### config.mk
export PLATFORM = sky130hd
export DESIGN_NAME = spi_key_responder
export DESIGN_NICKNAME = d
export VERILOG_FILES = /design/src/rtl/crypto_link_pkg.sv /design/src/rtl/sync_edge_detect.sv /design/src/rtl/spi_key_responder.sv
export SDC_FILE = /design/constraint.sdc
export NUM_CORES = 1
export LEC_CHECK = 0
export ABC_AREA = 1
export CAP_MARGIN = 25
export CORE_ASPECT_RATIO = 0.6
export CORE_MARGIN = 5
export CORE_UTILIZATION = 55
export DETAILED_ROUTE_END_ITERATION = 10
export PLACE_DENSITY = 0.76
export SYNTH_ARGS = -nofsm -noshare
export SYNTH_HDL_FRONTEND = slang
export SYNTH_HIERARCHICAL = 1
export SYNTH_SLANG_ARGS = --single-unit
### constraint.sdc
create_clock -name clk_in -period 1.78 [get_ports clk_in]
set_clock_uncertainty 0.1 [all_clocks]
set_input_delay 0.356 -clock clk_in [delete_from_list [all_inputs] [get_ports clk_in]]
set_output_delay 0.356 -clock clk_in [all_outputs]
set_load 0.01 [all_outputs]
### src/rtl/crypto_link_pkg.sv
// Shared definitions for the board-to-board crypto link: frame tag,
// responder state encoding and frame sizing helper.
package crypto_link_pkg;

  localparam logic [7:0] KEY_HDR_TAG = 8'h4B;

  typedef enum logic [1:0] {
    IDLE,
    ARMED,
    SHIFT,
    DONE
  } resp_state_e;

  function automatic int frame_bits(input int hdr_w, input int key_w, input int e_field_w);
    return hdr_w + key_w + e_field_w;
  endfunction

endpackage

### src/rtl/sync_edge_detect.sv
// Multi-flop synchronizer for one async pin, with rise/fall pulses
// derived from the synchronized level.
module sync_edge_detect #(
  parameter int   STAGES  = 2,
  parameter logic RST_VAL = 1'b0
) (
  input  logic clk_in,
  input  logic rst_in,
  input  logic pin_in,
  output logic lvl_out,
  output logic rise_out,
  output logic fall_out
);

  logic [STAGES-1:0] sync_q, sync_d;
  logic              prev_q, prev_d;

  always_comb begin
    sync_d = STAGES'({sync_q, pin_in});
    prev_d = sync_q[STAGES-1];
  end

  // Reset to the pin's idle level so leaving reset creates no spurious edge.
  always_ff @(posedge clk_in) begin
    if (rst_in) begin
      sync_q <= {STAGES{RST_VAL}};
      prev_q <= RST_VAL;
    end else begin
      sync_q <= sync_d;
      prev_q <= prev_d;
    end
  end

  assign lvl_out  = sync_q[STAGES-1];
  assign rise_out = lvl_out & ~prev_q;
  assign fall_out = ~lvl_out & prev_q;

endmodule

### src/rtl/spi_key_responder.sv
// Serves {header, N, e} MSB-first on sdi in response to the peer's key
// request, shifting on the peer's synchronized SCLK falling edges.
module spi_key_responder
  import crypto_link_pkg::*;
#(
  parameter int KEY_SIZE    = 64,
  parameter int E_WIDTH     = 17,
  parameter int HEADER_SIZE = 32,
  parameter int E_FIELD     = 32,
  parameter int SYNC_STAGES = 2
) (
  input  logic                clk_in,
  input  logic                rst_in,
  input  logic [KEY_SIZE-1:0] key_n_in,
  input  logic [E_WIDTH-1:0]  key_e_in,
  input  logic                key_valid_in,
  input  logic                key_req_in,
  input  logic                spi_sel_in,
  input  logic                spi_clk_in,
  output logic                sdi_out,
  output logic                busy_out,
  output logic                done_out,
  output logic                error_out
);

  localparam int FRAME_BITS = frame_bits(HEADER_SIZE, KEY_SIZE, E_FIELD);
  localparam int CNT_W      = $clog2(FRAME_BITS + 1);
  localparam logic [HEADER_SIZE-1:0] HEADER =
    HEADER_SIZE'({KEY_HDR_TAG, 8'(KEY_SIZE / 8), 16'(E_WIDTH)});

  logic req_lvl, req_rise, req_fall;
  logic sel_lvl, sel_rise, sel_fall;
  logic sclk_lvl, sclk_rise, sclk_fall;
  logic unused_sync;

  sync_edge_detect #(.STAGES(SYNC_STAGES), .RST_VAL(1'b0)) u_req (
    .clk_in(clk_in), .rst_in(rst_in), .pin_in(key_req_in),
    .lvl_out(req_lvl), .rise_out(req_rise), .fall_out(req_fall));

  sync_edge_detect #(.STAGES(SYNC_STAGES), .RST_VAL(1'b1)) u_sel (
    .clk_in(clk_in), .rst_in(rst_in), .pin_in(spi_sel_in),
    .lvl_out(sel_lvl), .rise_out(sel_rise), .fall_out(sel_fall));

  sync_edge_detect #(.STAGES(SYNC_STAGES), .RST_VAL(1'b0)) u_sclk (
    .clk_in(clk_in), .rst_in(rst_in), .pin_in(spi_clk_in),
    .lvl_out(sclk_lvl), .rise_out(sclk_rise), .fall_out(sclk_fall));

  // The peer samples on SCLK rise, so only the falling edge matters here.
  assign unused_sync = &{1'b0, sclk_lvl, sclk_rise, req_fall};

  logic [FRAME_BITS-1:0] frame;
  assign frame = {HEADER, key_n_in, E_FIELD'(key_e_in)};

  resp_state_e           state_q, state_d;
  logic [CNT_W-1:0]      cnt_q, cnt_d;
  logic [FRAME_BITS-1:0] shreg_q, shreg_d;
  logic                  sdi_q, sdi_d;
  logic                  done_q, done_d;
  logic                  error_q, error_d;

  always_comb begin
    state_d = state_q;
    cnt_d   = cnt_q;
    shreg_d = shreg_q;
    sdi_d   = sdi_q;
    done_d  = 1'b0;
    error_d = 1'b0;
    case (state_q)
      IDLE: begin
        sdi_d = 1'b0;
        if (req_rise) begin
          if (key_valid_in) begin
            shreg_d = frame;
            cnt_d   = CNT_W'(FRAME_BITS);
            if (sel_fall) begin
              state_d = SHIFT;
              sdi_d   = frame[FRAME_BITS-1];
            end else begin
              state_d = ARMED;
            end
          end else begin
            error_d = 1'b1;
          end
        end
      end
      ARMED: begin
        if (sel_fall) begin
          state_d = SHIFT;
          sdi_d   = shreg_q[FRAME_BITS-1];
        end else if (!req_lvl) begin
          state_d = IDLE;
        end
      end
      SHIFT: begin
        if (sel_rise) begin
          error_d = 1'b1;
          sdi_d   = 1'b0;
          cnt_d   = '0;
          state_d = IDLE;
        end else if (sclk_fall) begin
          shreg_d = {shreg_q[FRAME_BITS-2:0], 1'b0};
          cnt_d   = cnt_q - CNT_W'(1);
          if (cnt_q == CNT_W'(1)) begin
            done_d  = 1'b1;
            sdi_d   = 1'b0;
            state_d = DONE;
          end else begin
            sdi_d = shreg_q[FRAME_BITS-2];
          end
        end
      end
      DONE: begin
        sdi_d = 1'b0;
        if (sel_lvl) state_d = IDLE;
      end
      default: state_d = IDLE;
    endcase
  end

  always_ff @(posedge clk_in) begin
    if (rst_in) begin
      state_q <= IDLE;
      cnt_q   <= '0;
      shreg_q <= '0;
      sdi_q   <= 1'b0;
      done_q  <= 1'b0;
      error_q <= 1'b0;
    end else begin
      state_q <= state_d;
      cnt_q   <= cnt_d;
      shreg_q <= shreg_d;
      sdi_q   <= sdi_d;
      done_q  <= done_d;
      error_q <= error_d;
    end
  end

  assign sdi_out   = sdi_q;
  assign busy_out  = (state_q != IDLE);
  assign done_out  = done_q;
  assign error_out = error_q;

endmodule

# Word-level counts from Yosys, hierarchy flattened
# Cells that the tools add are included.
[totals]
reg_bits = 150
input_bits = 87
out_inout_bits = 4
wordCells = 75
[op_classes]
addsub = 1
n_eq_ne = 13
mux = 30
bitwise_logic = 10
n_reduce_logical = 9
[op_table]
columns = ["op", "n"]
rows = [
  ["2-to-1 mux 128 bit", 4],
  ["one-hot mux 128 bit (2 select lines)", 1],
  ["2-to-1 mux 8 bit", 4],
  ["2-to-1 mux 2 bit", 9],
  ["one-hot mux 8 bit (2 select lines)", 1],
  ["!= test 2 bit, second input constant", 5],
  ["!= test 3 bit, second input constant", 3],
  ["== test 8 x 1 -> 1 bit, second input constant", 1],
  ["2-to-1 mux 1 bit", 8],
  ["one-hot mux 2 bit (4 select lines)", 1],
  ["subtractor 8 x 1 -> 8 bit, second input constant", 1],
  ["inverter 1 bit", 6],
  ["AND reduction 6 bit", 1],
  ["AND reduction 5 bit", 1],
  ["AND 1 bit", 4],
  ["== test 2 bit, second input constant", 2],
  ["AND reduction 4 bit", 1],
  ["nonzero test 2 bit", 2],
  ["OR reduction 4 bit", 1],
  ["one-hot mux 1 bit (3 select lines)", 1],
  ["== test 2 x 1 -> 1 bit, second input constant", 1],
  ["zero test 2 bit", 1],
  ["!= test 2 x 1 -> 1 bit, second input constant", 1],
  ["one-hot mux 1 bit (2 select lines)", 1],
  ["other kinds (2)", 2],
]

# Depth between registers and ports, before layout
# Gate-level depths: netlist of run 1.
[depth]
depth_word = 6
depth_mapped = 11
ltp_nobuf = 11

# By module
# Netlist of run 1, hierarchy kept.
[by_module_without_submodules]
columns = ["module", "instances", "cells_per_inst", "area_each_um2", "seq_area_each_um2"]
rows = [
  ["spi_key_responder", 1, 947, 6224.7, 2822.7],
  ["sync_edge_detect (u_req ...)", 2, 12, 93.8, 60.1],
  ["sync_edge_detect (u_sel)", 1, 13, 97.6, 60.1],
]

# Worst setup path before layout of run 1
# Ideal clock, no wire load.
[synth_path]
kind = "reg-to-reg"
startpoint = "reg state_q[1]"
endpoint = "reg shreg_q[53]"
setup_time_ns = 0.116
arrival_ns = 1.337
required_ns = 1.564
slack_ns = 0.227
path_stages_with_launch = 10
n_path_buf = 2
synth_period_minus_slack_ns = 1.553
cell_sequence = "dfxtp_1 > inv_2 > nor2_4 > inv_2 > nor2_2 > nor2_4 > buf_4 > buf_2 > o21ai_0 > nor2_1"
[synth_via]
elab_chain_len = 3
elab_cells_between_ends = 9
classes_between = "eq/ne: 5; mux: 1; reduce/logical: 3"
[synth_rtl]
columns = ["element", "line", "rtl"]
rows = [
  ["from (decl)", "spi_key_responder.sv:54", "resp_state_e state_q, state_d;"],
  ["from (signal assigned)", "spi_key_responder.sv:129", "state_q <= state_d;"],
  ["== test 2 bit / zero test 2 bit (equally long branches)", "spi_key_responder.sv:68", "case (state_q)"],
  ["!= test 2 bit (no line) / nonzero test 2 bit (equally long branches)", "n/a", ""],
  ["AND reduction 5 bit (no line)", "n/a", ""],
  ["to (signal assigned)", "spi_key_responder.sv:131", "shreg_q <= shreg_d;"],
  ["to (decl)", "spi_key_responder.sv:56", "logic [FRAME_BITS-1:0] shreg_q, shreg_d;"],
]
# Several ways; a longest one is shown, not always the timed one.
# A chain may end at the register's enable or synchronous reset.

# Worst setup path after layout of run 1
[layout_path]
startpoint = "reg u_sel.sync_q[1]"
endpoint = "reg shreg_q[75]"
[layout_via]
elab_chain_len = 3
[layout_rtl]
columns = ["element", "line", "rtl"]
rows = [
  ["from (decl)", "sync_edge_detect.sv:15", "logic [STAGES-1:0] sync_q, sync_d;"],
  ["from (signal assigned)", "sync_edge_detect.sv:26", "sync_q <= {STAGES{RST_VAL}};"],
  ["from (signal assigned)", "sync_edge_detect.sv:29", "sync_q <= sync_d;"],
  ["AND 1 bit", "sync_edge_detect.sv:35", "assign rise_out = lvl_out & ~prev_q;"],
  ["via sel_rise", "spi_key_responder.sv:32", "logic sel_lvl, sel_rise, sel_fall;"],
  ["!= test 2 bit (no line)", "n/a", ""],
  ["AND reduction 5 bit (no line)", "n/a", ""],
]
# The timed path passes the listed nets, and every way through them passes these cells.

==> results of run 1 <==
==> critical path, cell delays in order (launching register included) <==
cell and delay [ns]:
dfxtp_2 0.35, inv_2 0.05, nor2_4 0.12, buf_4 0.12, inv_1 0.07, nor2_4 0.13, nor2_4 0.06, buf_12 0.14
buf_12 0.14, clkbuf_16 0.17, o21ai_0 0.17, nor2_1 0.06
==> layer usage <==
layer  wire length (µm)  vias up
li1                   -     3286
met1               8690     2976
met2               7900      240
met3               1230       22
met4                189        0
met5                  0        -
==> final timing paths <==
path                    from          endpoint  cells past startpoint  slack [ns]
max reg2reg  u_sel/sync_q[1]       shreg_q[75]                     11       -0.02
min                   rst_in  u_sclk/sync_q[0]                      3        0.31
min reg2reg  u_sel/sync_q[0]   u_sel/sync_q[1]                      2        0.31
max          u_sel/sync_q[1]       shreg_q[75]                     11       -0.02
==> timing repair <==
action | 4_1_cts | 5_1_grt
setup buffers | 0 | 10
setup endpoints to repair | 15 | 133
cloned | 1 | 14
pin swaps | 0 | 26
hold buffers | 0 | 0
gates resized for setup | 6 | 130
==> area by class of cell <==
type / instances / area, µm²
Sequential cell: 150 / 3010
Fill cell: 841 / 2420
Multi-Input combinational cell: 730 / 3220
Tap cell: 160 / 200
Clock buffer: 23 / 488
Clock inverter: 7 / 143
Inverter: 36 / 148
Timing Repair Buffer: 149 / 1770
==> state kept, by name, summed over array words and instances, names as in the netlist, 2 cells and up <==
name,flops
state_q,2
u_sclk/sync_q,2
u_sel/sync_q,2
cnt_q,8
u_req/sync_q,2
shreg_q,128
==> report_power, final <==
part	leakage (µW)	internal, µW	switching, µW	total, µW
clock network	0.000310	2490	1370	3860
registers	0.00123	4040	389	4430
logic	0.00245	2550	3040	5590
==> through the flow <==
step / utilization (%) / instance area, µm²
3_5_place_dp: 67.4 / 7690
3_3_place_gp: 67.4 / 7690
4_1_cts: 73.3 / 8360
2_1_floorplan: - / 6500
6_report: 78.8 / 8990
5_1_grt: 78.8 / 8990
==> impl_metrics.env, run 1 <==
export IMPL_use_met1_pct=33.2
export IMPL_drv_cap=0
export IMPL_cts_made_buffers=17
export IMPL_gr_usage_met3_pct=6.03
export IMPL_whs_ns=0.309
export IMPL_drt_total_wl_um=18000
export IMPL_h_tree_depth=4
export IMPL_layout_nets=1173
export IMPL_grt_pass1_wl_um=26000
export IMPL_ir_worst_vdd_mv=0.882
export IMPL_max_freq_mhz=557
export IMPL_layout_setup_ws_ns=-0.0168
export IMPL_tritoncts="yes"
export IMPL_ys_warn_count=6
export IMPL_grt_max_degree=89
export IMPL_area_growth_pct=38.3
export IMPL_fin_tns_setup_ns=-0.0299
export IMPL_arrival_ns=2.00
export IMPL_cts_root_buf="clkbuf_16"
export IMPL_drt_pass1_iter_count=5
export IMPL_drive_above_1_share_pct=13.2
export IMPL_setup_violations=2
export IMPL_clk_latency_ns=0.42
export IMPL_num_vias=6524
export IMPL_diodes=0
export IMPL_crit_type="reg2reg"
export IMPL_drc=0
export IMPL_most_common_layout_cells="nand2_1 (324), nor2_1 (187), dfxtp_1 (145), clkdlybuf4s50_1 (88), o21ai_1 (54)"
export IMPL_gp_congestion=0.842
export IMPL_rsz0062_at_grt="yes"
export IMPL_vias_per_cell=5.20
export IMPL_portBuffers=90
export IMPL_io_pins=91
export IMPL_finalPower_uw=13900
export IMPL_p_per_area_nw_per_um2=1540
export IMPL_finalHoldViolCount=0
export IMPL_avgSynthCellArea_um2=6.62
export IMPL_syn_nets=1070
export IMPL_start_kind="register"
export IMPL_antenna_found_initial=0
export IMPL_syn_inst=981
export IMPL_overflow=0
export IMPL_cp_required_ns=1.99
export IMPL_ant_nets=0
export IMPL_slew_violations=0
export IMPL_final_cells=1255
export IMPL_die_w_um=150
export IMPL_numClockSinks=150
export IMPL_violations="negative setup slack"
export IMPL_grt_pass1_vias=5505
export IMPL_hold_path_class="in2reg"
export IMPL_p_leak_uw=0.00399
export IMPL_dp_hpwl_um=9380
export IMPL_die_y_um=94.2
export IMPL_cts_buffer_depth=2
export IMPL_top_usage_layer="met1"
export IMPL_coreArea_um2=11400
export IMPL_drtIter0Drc=574
export IMPL_dp_cells=1200
export IMPL_grt_use_met2_pct=32.1
export IMPL_min_period_over_period_pct=101
export IMPL_syn_area_um2=6500
export IMPL_worst_pin_slew_ns=0.366
export IMPL_place_worst_setup_slack_ns=-0.313
export IMPL_path_max_fanout=12
export IMPL_final_common_cell="nand2_1"
export IMPL_rows=30
export IMPL_routedWlPerCell_um=14.4
export IMPL_outcome="finished with violations"
export IMPL_endpoint_kind="register"
export IMPL_grt_usage_pct=22.4
export IMPL_initial_core_util_pct=57.0
export IMPL_die_area_um2=14200
export IMPL_slew_headroom_pct=75.6
export IMPL_clk_pin_slew_ns=0.06
export IMPL_fin_crit_ns=1.80
Note: power is estimated with default switching activity, not from simulation.
==> inputs of run 2 (changes only) <==
Settings changed: CORE_UTILIZATION 55 to 57, CTS_BUF_LIST from default to sky130_fd_sc_hd__clkbuf_8, GPL_TIMING_DRIVEN from default to 1, PLACE_DENSITY 0.76 to 0.79.
==> run 2 against run 1 <==
The flow now finishes without violations. Utilization is 3.6 points lower. Register-to-register slack better by 0.02 ns. Maximum frequency up 0.96%. Largest power group unchanged. Highest routed layer unchanged.
==> impl_metrics.env, run 2 (same netlist as run 1, synthesis figures left out) <==
export IMPL_fin_area_um2=8430
export IMPL_area_growth_pct=29.7
export IMPL_gp_congestion=0.848
export IMPL_arrival_ns=2.05
export IMPL_overflow=0
export IMPL_crit_slowest_cell="dfxtp_2"
export IMPL_io_pins=91
export IMPL_rsz0062_at_grt="yes"
export IMPL_num_vias=6292
export IMPL_cts_hold_buf=0
export IMPL_drt_total_wl_um=16300
export IMPL_fin_tns_setup_ns=0
export IMPL_most_common_layout_cells="nand2_1 (324), nor2_1 (190), dfxtp_1 (146), clkdlybuf4s50_1 (86), o21ai_0 (59)"
export IMPL_cts_made_buffers=17
export IMPL_crit_type="reg2reg"
export IMPL_drtIter0Drc=528
export IMPL_min_period_over_period_pct=100
export IMPL_die_y_um=92.7
export IMPL_hold_path_class="in2reg"
export IMPL_grt_pass1_wl_um=25200
export IMPL_cp_slowest_stage_delay_ns=0.35
export IMPL_finalPower_uw=11900
export IMPL_layout_nets=1156
export IMPL_drive_above_1_share_pct=10.1
export IMPL_h_tree_depth=4
export IMPL_grt_max_degree=84
export IMPL_crit_chain="inv_2 -> nor2_2 -> nor2_2 -> nand2_2 -> nand3_4 -> nor2_4 -> buf_12 -> buf_12 -> clkbuf_16 -> nand3_1 -> a21oi_1"
export IMPL_grt_pass1_vias=5476
export IMPL_vias_per_cell=5.14
export IMPL_numClockSinks=150
export IMPL_routedWlPerCell_um=13.3
export IMPL_crit_buf_inv=4
export IMPL_max_freq_mhz=562
export IMPL_portBuffers=90
export IMPL_slew_violations=0
export IMPL_endpoint_kind="register"
export IMPL_coreArea_um2=11200
export IMPL_worst_pin_slew_ns=0.389
export IMPL_path_max_fanout=12
export IMPL_clk_pin_slew_ns=0.08
export IMPL_dp_cells=1179
export IMPL_p_leak_uw=0.00376
export IMPL_top_register="shreg_q"
export IMPL_drv_cap=0
export IMPL_final_common_cell="nand2_1"
export IMPL_clk_latency_ns=0.44
export IMPL_antenna_found_initial=0
export IMPL_ant_nets=0
export IMPL_diodes=0
export IMPL_cts_root_buf="clkbuf_8"
export IMPL_outcome="completed"
export IMPL_cts_buffer_depth=2
export IMPL_tritoncts="yes"
export IMPL_largest_reg_flops=128
export IMPL_final_cells=1223
export IMPL_die_w_um=148
export IMPL_dp_hpwl_um=9220
export IMPL_drt_pass1_iter_count=7
export IMPL_grt_usage_pct=21.9
export IMPL_p_per_area_nw_per_um2=1420
export IMPL_ir_worst_vdd_mv=0.890
export IMPL_start_kind="register"
export IMPL_top_regs="shreg_q (128), cnt_q (8)"
export IMPL_cp_required_ns=2.05
export IMPL_drc=0
export IMPL_rows=30
export IMPL_initial_core_util_pct=57.9
export IMPL_cpLargestDelayFamily="simple AND/OR/NAND/NOR gates"
export IMPL_placed_cell_area_um2=7620
export IMPL_finalHoldViolCount=0
export IMPL_setup_violations=0
export IMPL_die_area_um2=13700
export IMPL_fin_crit_ns=1.78
export IMPL_slew_headroom_pct=74.1
run 2: cell types whose count changed in the layout (fill, tap and decap cells not counted), moves of 5 or more:
cell        previous run  this run
o21ai_1               54        32
buf_4                 23        16
clkbuf_8               4        18
o21ai_2               10         2
a21oi_1               42        47
clkinvlp_4             0         5
a21oi_2               10         5
nand3_2                8         3
o21ai_0               29        59
clkbuf_16             27         7
run 2: repair_timing:
action                     CTS  global route
cloned                       0             8
gates resized for setup      8            72
setup endpoints to repair    5           132
setup buffers                0             5
pin swaps                    0            16
run 2: worst paths after layout:
path / endpoint / slack [ns] / start / cells after the start
max: shreg_q[19] / 0.0003 / u_sel/sync_q[1] / 11
min: u_sclk/prev_q / 0.28 / rst_in / 3
max reg2reg: shreg_q[19] / 0.0003 / u_sel/sync_q[1] / 11
min reg2reg: u_sclk/sync_q[1] / 0.31 / u_sclk/sync_q[0] / 2
run 2: layout make-up:
| type | count | area [µm²] |
|---|---|---|
| Clock buffer | 18 | 248 |
| Clock inverter | 13 | 159 |
| Fill cell | 855 | 2790 |
| Inverter | 36 | 140 |
| Multi-Input combinational cell | 730 | 3150 |
| Sequential cell | 150 | 3010 |
| Tap cell | 144 | 180 |
| Timing Repair Buffer | 132 | 1540 |
run 2: worst register-to-register path, stage by stage, from the launching register on:
cell and delay, ns:
dfxtp_2 0.35, inv_2 0.04, nor2_2 0.14, nor2_2 0.06, nand2_2 0.10, nand3_4 0.09
nor2_4 0.14, buf_12 0.16, buf_12 0.15, clkbuf_16 0.18, nand3_1 0.08, a21oi_1 0.14
run 2: report_power, final:
part | internal (µW) | switching [µW]
registers | 4040 | 369
logic | 2100 | 2750
clock network | 1410 | 1270
total | 7540 | 4390
run 2: routing by layer:
layer / track usage (%) / up-vias / share of wire (%)
met2: 32.6 / 201 / 44
met4: 5.38 / 0 / 0.87
li1: - / 3260 / -
met5: 0 / - / 0
met1: 32.0 / 2815 / 49
met3: 5.09 / 16 / 6.4
run 2: metrics by stage:
stage	utilization (%)	worst slack, ns	hold WS, ns
floorplan	-	0.227	0.287
global placement	67.9	-0.218	0.303
detailed placement	67.9	-0.225	0.303
CTS	71.6	0.00683	0.270
global route	75.1	-0.101	0.270
finish	75.1	0.000265	0.280
==> inputs of run 3 (changes only) <==
Settings changed: CTS_CLUSTER_SIZE from default to 12.
==> results of run 3 <==
The final DEF is identical to that of run 2; final timing and power are the same.
